**src/rtl/vc_swap_ctrl_pkg.sv**
```systemverilog
// Shared lc3b types and constants for the victim cache controller.
// The optional VC_PERF_CNT_EN build adds hit/miss counters to vc_swap_ctrl.
package lc3b_types;

  localparam int NUM_WAYS = 8;
  localparam int LINE_W   = 256;
  localparam int TAG_W    = 11;

  typedef logic [15:0]       lc3b_word;
  typedef logic [LINE_W-1:0] lc3b_line;
  typedef logic [TAG_W-1:0]  lc3b_tag;
  typedef logic [2:0]        vc_way_t;

  typedef enum logic [1:0] {
    IDLE  = 2'd0,
    WB    = 2'd1,
    FETCH = 2'd2,
    RESP  = 2'd3
  } vc_state_t;

  // Stack {7,6,5,4,3,2,1,0}: MRU in [23:21], LRU in [2:0].
  localparam logic [23:0] VC_LRU_RESET = 24'hFAC688;

  function automatic lc3b_word line_addr(input lc3b_tag tag);
    return {tag, 5'b0};
  endfunction

endpackage

```
**src/rtl/vc_swap_ctrl_lru.sv**
```systemverilog
// LRU stack updater: moves the accessed way to the MRU slot and shifts the
// entries that were above it down by one.
module VC_LRU_stack
  import lc3b_types::*;
(
  input  logic [23:0] old_LRU,
  input  vc_way_t     way,
  output logic [23:0] new_LRU
);

  logic [2:0] pos;

  always_comb begin
    // A way already at MRU (or absent) leaves pos at 7, so nothing shifts.
    pos = 3'd7;
    for (int i = 6; i >= 0; i--) begin
      if (old_LRU[i*3 +: 3] == way) pos = 3'(i);
    end
    new_LRU = old_LRU;
    for (int i = 0; i < 7; i++) begin
      if (3'(i) >= pos) new_LRU[i*3 +: 3] = old_LRU[(i+1)*3 +: 3];
    end
    new_LRU[23:21] = way;
  end

endmodule

```
**src/rtl/vc_swap_ctrl.sv**
```systemverilog
// 8-way exclusive victim cache controller between L1 and memory.
// Define VC_PERF_CNT_EN to add saturating hit_count/miss_count outputs.
// Handshake: l1_req is held with stable fields until the one-cycle l1_resp;
// mem_read/mem_write are held until the one-cycle mem_resp.
module vc_swap_ctrl
  import lc3b_types::*;
(
  input  logic              clk,
  input  logic              rst,
  input  logic              l1_req,
  input  logic [TAG_W-1:0]  l1_req_tag,
  input  logic              l1_vic_valid,
  input  logic              l1_vic_dirty,
  input  logic [TAG_W-1:0]  l1_vic_tag,
  input  logic [LINE_W-1:0] l1_vic_data,
  output logic              l1_resp,
  output logic [LINE_W-1:0] l1_rdata,
  output logic              l1_rdirty,
  output logic              mem_read,
  output logic              mem_write,
  output logic [15:0]       mem_addr,
  output logic [LINE_W-1:0] mem_wdata,
  input  logic [LINE_W-1:0] mem_rdata,
  input  logic              mem_resp,
`ifdef VC_PERF_CNT_EN
  output logic [31:0]       hit_count,
  output logic [31:0]       miss_count,
`endif
  output vc_state_t         dbg_state
);

  vc_state_t             state;
  logic [23:0]           lru_q;
  logic [23:0]           lru_next;
  lc3b_tag               tag_q  [NUM_WAYS];
  lc3b_line              data_q [NUM_WAYS];
  logic [NUM_WAYS-1:0]   valid_q;
  logic [NUM_WAYS-1:0]   dirty_q;
  vc_way_t               ins_way_q;
  vc_way_t               hit_way;
  vc_way_t               upd_way;
  vc_way_t               lru_way;
  logic                  hit;

  assign lru_way   = lru_q[2:0];
  assign dbg_state = state;

  // Lowest matching way wins; exclusivity means at most one should match.
  always_comb begin
    hit     = 1'b0;
    hit_way = '0;
    for (int i = NUM_WAYS-1; i >= 0; i--) begin
      if (valid_q[i] && tag_q[i] == l1_req_tag) begin
        hit     = 1'b1;
        hit_way = 3'(i);
      end
    end
  end

  // Only IDLE updates with the hit way; every other update is the insert way.
  assign upd_way = (state == IDLE) ? hit_way : ins_way_q;

  VC_LRU_stack u_lru (
    .old_LRU (lru_q),
    .way     (upd_way),
    .new_LRU (lru_next)
  );

  always_ff @(posedge clk) begin
    if (rst) begin
      state     <= IDLE;
      valid_q   <= '0;
      dirty_q   <= '0;
      lru_q     <= VC_LRU_RESET;
      ins_way_q <= '0;
      l1_resp   <= 1'b0;
      l1_rdata  <= '0;
      l1_rdirty <= 1'b0;
      mem_read  <= 1'b0;
      mem_write <= 1'b0;
      mem_addr  <= '0;
      mem_wdata <= '0;
    end else begin
      case (state)
        IDLE: begin
          if (l1_req) begin
            if (hit) begin
              l1_rdata         <= data_q[hit_way];
              l1_rdirty        <= dirty_q[hit_way];
              tag_q[hit_way]   <= l1_vic_tag;
              data_q[hit_way]  <= l1_vic_data;
              valid_q[hit_way] <= l1_vic_valid;
              dirty_q[hit_way] <= l1_vic_dirty;
              lru_q            <= lru_next;
              l1_resp          <= 1'b1;
              state            <= RESP;
            end else begin
              ins_way_q <= lru_way;
              if (valid_q[lru_way] && dirty_q[lru_way]) begin
                mem_write <= 1'b1;
                mem_addr  <= line_addr(tag_q[lru_way]);
                mem_wdata <= data_q[lru_way];
                state     <= WB;
              end else begin
                mem_read <= 1'b1;
                mem_addr <= line_addr(l1_req_tag);
                state    <= FETCH;
              end
            end
          end
        end
        WB: begin
          // Write drops on the same edge read rises, so they never overlap.
          if (mem_resp) begin
            mem_write          <= 1'b0;
            valid_q[ins_way_q] <= 1'b0;
            mem_read           <= 1'b1;
            mem_addr           <= line_addr(l1_req_tag);
            state              <= FETCH;
          end
        end
        FETCH: begin
          if (mem_resp) begin
            mem_read  <= 1'b0;
            l1_rdata  <= mem_rdata;
            l1_rdirty <= 1'b0;
            l1_resp   <= 1'b1;
            state     <= RESP;
            if (l1_vic_valid) begin
              tag_q[ins_way_q]   <= l1_vic_tag;
              data_q[ins_way_q]  <= l1_vic_data;
              valid_q[ins_way_q] <= 1'b1;
              dirty_q[ins_way_q] <= l1_vic_dirty;
              lru_q              <= lru_next;
            end
          end
        end
        RESP: begin
          l1_resp <= 1'b0;
          state   <= IDLE;
        end
        default: state <= IDLE;
      endcase
    end
  end

`ifdef VC_PERF_CNT_EN
  always_ff @(posedge clk) begin
    if (rst) begin
      hit_count  <= '0;
      miss_count <= '0;
    end else if (state == IDLE && l1_req) begin
      if (hit) begin
        if (hit_count != 32'hFFFF_FFFF) hit_count <= hit_count + 32'd1;
      end else begin
        if (miss_count != 32'hFFFF_FFFF) miss_count <= miss_count + 32'd1;
      end
    end
  end
`endif

endmodule

```
**config.mk**
```make
export PLATFORM = sky130hd
export DESIGN_NAME = vc_swap_ctrl
export DESIGN_NICKNAME = d
export VERILOG_FILES = /design/src/rtl/vc_swap_ctrl_pkg.sv /design/src/rtl/vc_swap_ctrl_lru.sv /design/src/rtl/vc_swap_ctrl.sv
export SDC_FILE = /design/constraint.sdc
export NUM_CORES = 2
export LEC_CHECK = 0
export ABC_AREA = 1
export CAP_MARGIN = 20
export CORE_MARGIN = 2
export CORE_UTILIZATION = 40
export DETAILED_ROUTE_END_ITERATION = 7
export DONT_BUFFER_PORTS = 1
export PLACE_DENSITY_LB_ADDON = 0.1
export SLEW_MARGIN = 20
export SYNTH_ARGS = -nofsm -noshare
export SYNTH_HDL_FRONTEND = slang
export SYNTH_SLANG_ARGS = --single-unit
```
**constraint.sdc**
```tcl
create_clock -name clk -period 16.9 [get_ports clk]
set_input_delay 1.69 -clock clk [delete_from_list [all_inputs] [get_ports clk]]
set_output_delay 1.69 -clock clk [all_outputs]
set_load 0.005 [all_outputs]
```
== Word level (Yosys, flattened, before mapping) ==
Memory sizes are Yosys's and may differ from the RTL's. A register that Yosys moved wholly into a read port is not among the register bits.
Index checks and enable logic that the tools add are counted.
Word-level totals
  bits in latches: 0
  word-level logic and storage cells: 192
  bits in read-only memories: 0
  bits in writable memories: 2136
  bits in registers: 321
  memories: 2
Memories
  data_q: depth 8, bits a word 256, rd ports 2, clocked after Yosys merged registers in 1, wr ports 1, RTL line vc_swap_ctrl.sv:36  | lc3b_line data_q [NUM_WAYS];
  tag_q: depth 8, bits a word 11, rd ports 9, clocked after Yosys merged registers in 1, wr ports 1, RTL line vc_swap_ctrl.sv:35  | lc3b_tag tag_q [NUM_WAYS];
Operators by class
  div/mod/pow operators: 0
  add/subtract/negate cells: 0
  magnitude comparators: 12
  muxes and demuxes: 109
  reduce and logical (&&, ||, !) cells: 28
  shift-type cells: 0
  bitwise operators: 4
  multipliers: 0
  equality and inequality tests: 26
Operator list (count)
  $mux W256: 4
  $pmux W256 S2: 1
  $reduce_or A256 Y1: 1
  $mux W24: 4
  $eq A11 B11 Y1: 8
  $mux W3: 24
  $mux W8: 9
  $mux W16: 4
  $pmux W24 S2: 1
  $mux W1: 38
  $pmux W16 S2: 1
  $bwmux W8: 3
  $pmux W8 S3: 1
  $eq A3 B3 Y1: 7
  $pmux W8 S2: 1
  $reduce_and A4 Y1: 4
  $mux W2: 7
  $ne A2 B2 Y1 const B: 7
  $lt A3 B4 Y1 const B: 3
  $reduce_and A6 Y1: 2
  $logic_and A1 B1 Y1: 11
  $mux W11: 1
  $reduce_or A11 Y1: 1
  $reduce_and A5 Y1: 2
  other kinds (20): 34

== Longest topological paths before layout ==
An unclocked memory read counts as a cell.
  depth after elaboration: 27
  depth in mapped cells: 29
  mapped depth without buffers: 27

== By module ==
A second synthesis with hierarchy kept.
Unflattened totals
  cell total of the unflattened synthesis: 13918
  area total of the unflattened synthesis: 128517.0 um^2
By module, submodules not included
  vc_swap_ctrl: sequential area each 75652.6 um^2, area an instance 127888.9 um^2, cells an instance 13817, instances 1
  VC_LRU_stack: sequential area each 0.0 um^2, area an instance 628.1 um^2, cells an instance 101, instances 1

== Worst setup path before layout ==
Ideal clock, no wire load.
  path kind: input to register
  from: input l1_req_tag[1]
  to: memory data_q[1][0] (netlist bit), enable pin
  data arrival time: 14.452 ns
  buffers on the path: 2
  setup slack: 1.547 ns
  stages on the path: 18
  data required time: 15.999 ns
  cell sequence: buf_4 inv_2 buf_6 nand2_2 nand2_1 nor2_1 nand3_1 nor2_4 inv_1 nand2_1 nand2_1 nand2_1 nand2_2 nand2_2 nand2_4 o21ai_0 inv_1 nor2_1
On the way
  longest elaborated chain between the ends: 16
  elaborated cells between the ends (all ways): 39
  those cells by class: eq/ne: 8; mux: 23; reduce/logical: 8
Ends and longest elaborated chain
  start: declaration: RTL line vc_swap_ctrl.sv:11  | input logic [TAG_W-1:0] l1_req_tag,
  $eq A11 B11 Y1: RTL line vc_swap_ctrl.sv:53  | if (valid_q[i] && tag_q[i] == l1_req_tag) begin
  $logic_and A1 B1 Y1: RTL line vc_swap_ctrl.sv:53
  $mux W1 (8 in a row): RTL line vc_swap_ctrl.sv:53
  $mux W1: RTL line vc_swap_ctrl.sv:87  | if (hit) begin
  $mux W1: RTL line vc_swap_ctrl.sv:86  | if (l1_req) begin
  $mux W1: RTL line vc_swap_ctrl.sv:84  | case (state)
  $mux W1: RTL line vc_swap_ctrl.sv:70  | if (rst) begin
  $mux W1 (not written as such): RTL line vc_swap_ctrl.sv:91  | data_q[hit_way] <= l1_vic_data;
  $mux W1 (no line)
  end: declaration: RTL line vc_swap_ctrl.sv:36
Parallel ways exist; a longest one is shown, timed or not.

== Worst setup path in the final report ==
  from: register lru_q[1]
  to: register mem_wdata[45], read port of data_q
On the way
  longest elaborated chain between the ends: 4
  elaborated cells between the ends (all ways): 6
  those cells by class: mux: 4; reduce/logical: 2
Ends and longest elaborated chain
  start: declaration: RTL line vc_swap_ctrl.sv:33  | logic [23:0] lru_q;
  start signal: assignment: RTL line vc_swap_ctrl.sv:94  | lru_q <= lru_next;
  start signal: assignment: RTL line vc_swap_ctrl.sv:134  | lru_q <= lru_next;
  $bmux W1 S3: RTL line vc_swap_ctrl.sv:99  | if (valid_q[lru_way] && dirty_q[lru_way]) begin
  $mux W1 (not written as such): RTL line vc_swap_ctrl.sv:99
  $logic_and A1 B1 Y1: RTL line vc_swap_ctrl.sv:99
  $reduce_and A4 Y1 (no line)
  end: declaration: RTL line vc_swap_ctrl.sv:22  | output logic [LINE_W-1:0] mem_wdata,
Parallel ways exist; a longest one is shown, timed or not. The select of a mux whose other input is x is not followed.
A chain may end at the register's enable or synchronous reset.

==> results.sh <==
export IMPL_dieWidth_um=553.4
export IMPL_reg2regPathDepth=13
export IMPL_cts_root_buffer_cell="sky130_fd_sc_hd__clkbuf_16"
export IMPL_initialDrtViolationCount=10740
export IMPL_dp_hpwl_mm=270.3
export IMPL_synth_sequential_area_ratio_pct=62.66
export IMPL_multi_input_comb_area_um2=38480
export IMPL_critical_path_arrival_ns=7.72
export IMPL_avgRoutedWirePerCell_um=28.97
export IMPL_fp_rows=201
export IMPL_cts_tree="yes"
export IMPL_fin_crit_ns=6.917
export IMPL_timing_critical_path_to_type="flop"
export IMPL_post_cts_hold_buffer_count=0
export IMPL_drcViolationCount=0
export IMPL_grt_usage_pct=29.65
export IMPL_design_final_nets=12590
export IMPL_dieArea_um2=306200
export IMPL_gp_congestion=0.9000
export IMPL_fin_cells=16280
export IMPL_cts_reportedPaths_clkPinSlew_ns=0.05
export IMPL_data_required_time_at_the_worst_endpoint_ns=17.70
export IMPL_power_switching_fraction_pct=32.75
export IMPL_crit_top_cell="sky130_fd_sc_hd__buf_4"
export IMPL_max_clock_buf_depth=4
export IMPL_power_density_cell_area_nw_per_um2=139.3
export IMPL_cts_repair_resize_count=0
export IMPL_h_tree_depth=5
export IMPL_cts_buffers=310
export IMPL_run_status="finished, violations left"
export IMPL_routed_wl_mm=471.7
export IMPL_nFillCells=28230
export IMPL_netlist_instances=12480
export IMPL_maximum_number_of_pins_on_one_net_before_global_route_repair=271
export IMPL_fp_dieH_um=553.4
export IMPL_cell_internal_pwr_w=0.01252
export IMPL_finalHoldViolations=0
export IMPL_timing_critical_path_cells="inv_8 > buf_4 > o311ai_0 > nand3_1 > nand2_1 > inv_1 > nor3_4 > buf_4 > buf_4 > buf_4 > buf_4 > o21ai_0 > a31oi_1"
export IMPL_layout_cells_most_common="sky130_fd_sc_hd__nand2_1"
export IMPL_detailedRoute_firstPassIterationCount=8
export IMPL_post_synth_main_area_contributors="sky130_fd_sc_hd__edfxtp_1 (53%), sky130_fd_sc_hd__dfxtp_1 (9.5%), sky130_fd_sc_hd__nand2_1 (8.7%)"
export IMPL_whs_path_depth=2
export IMPL_holdCritPathClass="reg2reg"
export IMPL_total_number_of_vias=96500
export IMPL_max_stage_delay_ns=0.87
export IMPL_design_core_area_um2=300000
export IMPL_initial_antenna_violation_count=21
export IMPL_placed_cells_incl_taps=15690
export IMPL_power_switching_w=0.006099
export IMPL_route_detailed_vias_per_inst=5.926
export IMPL_sequential_cell_fraction_of_total_power_pct=43.1
export IMPL_yosys_register_bits=2711
export IMPL_finalCritPeriodShare_pct=40.93
export IMPL_avg_synthesized_cell_area_um2=9.678
export IMPL_clock_sinks=2711
export IMPL_antenna_violating_nets_post_route=0
export IMPL_timing_setup_critical_path_class="reg2reg"
export IMPL_post_cts_setup_buffer_count=0
export IMPL_power_leakage_nw=47.40
export IMPL_ff_latch_area_um2=75660
export IMPL_cp_slowest_cell="sky130_fd_sc_hd__buf_4"
export IMPL_total_power_w=0.01862
export IMPL_drv_max_cap_violation_count=0
export IMPL_final_layout_size_suffix_gt1_share_pct=5.663
export IMPL_synth_enable_flop_cells=2136
export IMPL_initial_utilization_pct=40.24
export IMPL_area_growth_synth_to_final_pct=10.72
export IMPL_setup_violations_final=0
export IMPL_timing_fmax_mhz=144.6
export IMPL_synth_distinct_cells=59
export IMPL_globalRoute_totalOverflow=0
export IMPL_violations="max-slew violations"
export IMPL_yosysTopAreaCell="sky130_fd_sc_hd__edfxtp_1"
export IMPL_critPathLaunchType="flop"
export IMPL_grt_first_pass_wirelength_mm=665.2
export IMPL_layout_cells_most_common_list="sky130_fd_sc_hd__nand2_1 (2781), sky130_fd_sc_hd__edfxtp_1 (2136), sky130_fd_sc_hd__o21ai_0 (1306)"
export IMPL_grt_setup_unrepaired="no"
export IMPL_clock_latency_ns=0.92
export IMPL_numPortBuffers=0
export IMPL_setup_total_negative_slack_ns=0
export IMPL_yosys_most_used_dff="sky130_fd_sc_hd__edfxtp_1"
export IMPL_pin_count=1074
export IMPL_worst_pin_slew_ns=1.509
export IMPL_vdd_ir_drop_max_v=0.0001584
export IMPL_power_frac_clock_pct=36.0
export IMPL_max_slew_margin_pct=-0.5979
export IMPL_yosysWarningCount=0
export IMPL_vias_in_the_first_global_route=91520
export IMPL_cp_max_fo=119
export IMPL_synth_async_sr_flop_share_pct=0
export IMPL_synth_top_cell_area_share_pct=53.13
export IMPL_synth_cell_area_um2=120700
export IMPL_finalClockSkew_ns=0.05319
export IMPL_combinational_share_of_power_pct=20.9
export IMPL_count_of_pins_over_their_slew_limit=40
logic make-up (layout without fill, tap and decap cells):
| logic type | count (synthesis) | count (layout) | synth area share (%) |
|---|---|---|---|
| AOI/OAI and AO/OA | 3210 | 3210 | 14.64 |
| xor gates and xnor gates | 24 | 24 | 0.1741 |
| DFF | 2711 | 2711 | 62.66 |
| buffers and inverters | 1695 | 1524 | 5.613 |
| and+or+nand+nor | 4828 | 4828 | 16.85 |
| adders and majority gates | 6 | 6 | 0.06218 |
| other | 1 | 23 | 0.003106 |
power by group through the flow:
stage / clock network [W] / registers (W) / logic [W]
2_1_floorplan: 0 / 0.00791 / 0.00261
3_3_place_gp: 0 / 0.00816 / 0.00378
3_5_place_dp: 0 / 0.00816 / 0.00384
4_1_cts: 0.00682 / 0.00803 / 0.00385
5_1_grt: 0.00708 / 0.00806 / 0.00423
6_report: 0.00670 / 0.00803 / 0.00389
worst max-delay path: cells and delay by family (launching register included):
kind / cells / cell delay (ns)
compound gates: 3 / 0.61
buf+inv: 7 / 4.45
flops: 1 / 0.81
simple gates: 3 / 0.57
stage by stage:
step	hold slack [ns]	setup WS (ns)	cell area, µm²	util [%]
6_report	0.4563	9.983	133700	44.55
5_1_grt	0.4901	9.712	133600	44.55
4_1_cts	0.4644	10.06	133600	44.53
3_5_place_dp	0.4484	9.230	123500	41.17
3_3_place_gp	0.4354	9.209	123500	41.17
2_1_floorplan	0.4292	1.547	120700	-
synthesized netlist by cell type, types with 12 or more instances:
library cell / number
sky130_fd_sc_hd__nor3_1: 94
sky130_fd_sc_hd__buf_2: 120
sky130_fd_sc_hd__o21ai_1: 97
sky130_fd_sc_hd__nand2_2: 16
sky130_fd_sc_hd__a221o_1: 21
sky130_fd_sc_hd__a221oi_1: 41
sky130_fd_sc_hd__o31ai_1: 12
sky130_fd_sc_hd__buf_4: 39
sky130_fd_sc_hd__o2111a_1: 40
sky130_fd_sc_hd__a211oi_1: 38
sky130_fd_sc_hd__inv_2: 19
sky130_fd_sc_hd__inv_1: 769
sky130_fd_sc_hd__edfxtp_1: 2136
sky130_fd_sc_hd__o21ai_0: 1306
sky130_fd_sc_hd__o22ai_1: 29
sky130_fd_sc_hd__dfxtp_1: 575
sky130_fd_sc_hd__clkbuf_1: 669
sky130_fd_sc_hd__nor2_1: 654
sky130_fd_sc_hd__nand3_1: 1058
sky130_fd_sc_hd__buf_6: 15
sky130_fd_sc_hd__o211ai_1: 145
sky130_fd_sc_hd__xor2_1: 12
sky130_fd_sc_hd__a21oi_1: 1147
sky130_fd_sc_hd__a31oi_1: 276
sky130_fd_sc_hd__buf_1: 56
sky130_fd_sc_hd__xnor2_1: 12
sky130_fd_sc_hd__a22o_1: 33
sky130_fd_sc_hd__nand2_1: 2785
sky130_fd_sc_hd__nand4_1: 123
sky130_fd_sc_hd__nand3b_1: 62
layer usage:
layer  GRT usage (%)  part of all wire [%]
met1           38.32                    40
met2           47.60                    46
met3           8.235                    10
met4           10.47                   3.7
met5               0                0.0087
final cells by class:
cell class | count | share of cell area (%)
flip-flops and latches | 2711 | 56.60
multi-input cells | 8073 | 28.78
clock buffers | 453 | 6.600
well taps | 3958 | 3.705
inverters | 796 | 2.297
repair buffers | 151 | 1.029
clock inverters | 124 | 0.9463
diodes | 18 | 0.03370
sequential cells by signal (all words and copies together), names as in the netlist, named ones only:
signal and count:
data_q 2048, l1_rdata 256, mem_wdata 256, tag_q 88, lru_q 24, mem_addr 11, dirty_q 8, valid_q 8
ins_way_q 3, dbg_state 2, l1_rdirty 1, l1_resp 1, mem_read 1, mem_write 1
path summary, 6_finish.rpt:
| path | start | endpoint | slack [ns] |
|---|---|---|---|
| max | lru_q[1] | mem_wdata[45] | 9.98 |
| min | lru_q[23] | lru_q[20] | 0.46 |
| max reg2reg | lru_q[1] | mem_wdata[45] | 9.98 |
| min reg2reg | lru_q[23] | lru_q[20] | 0.46 |
(Power assumes the default switching activity.)
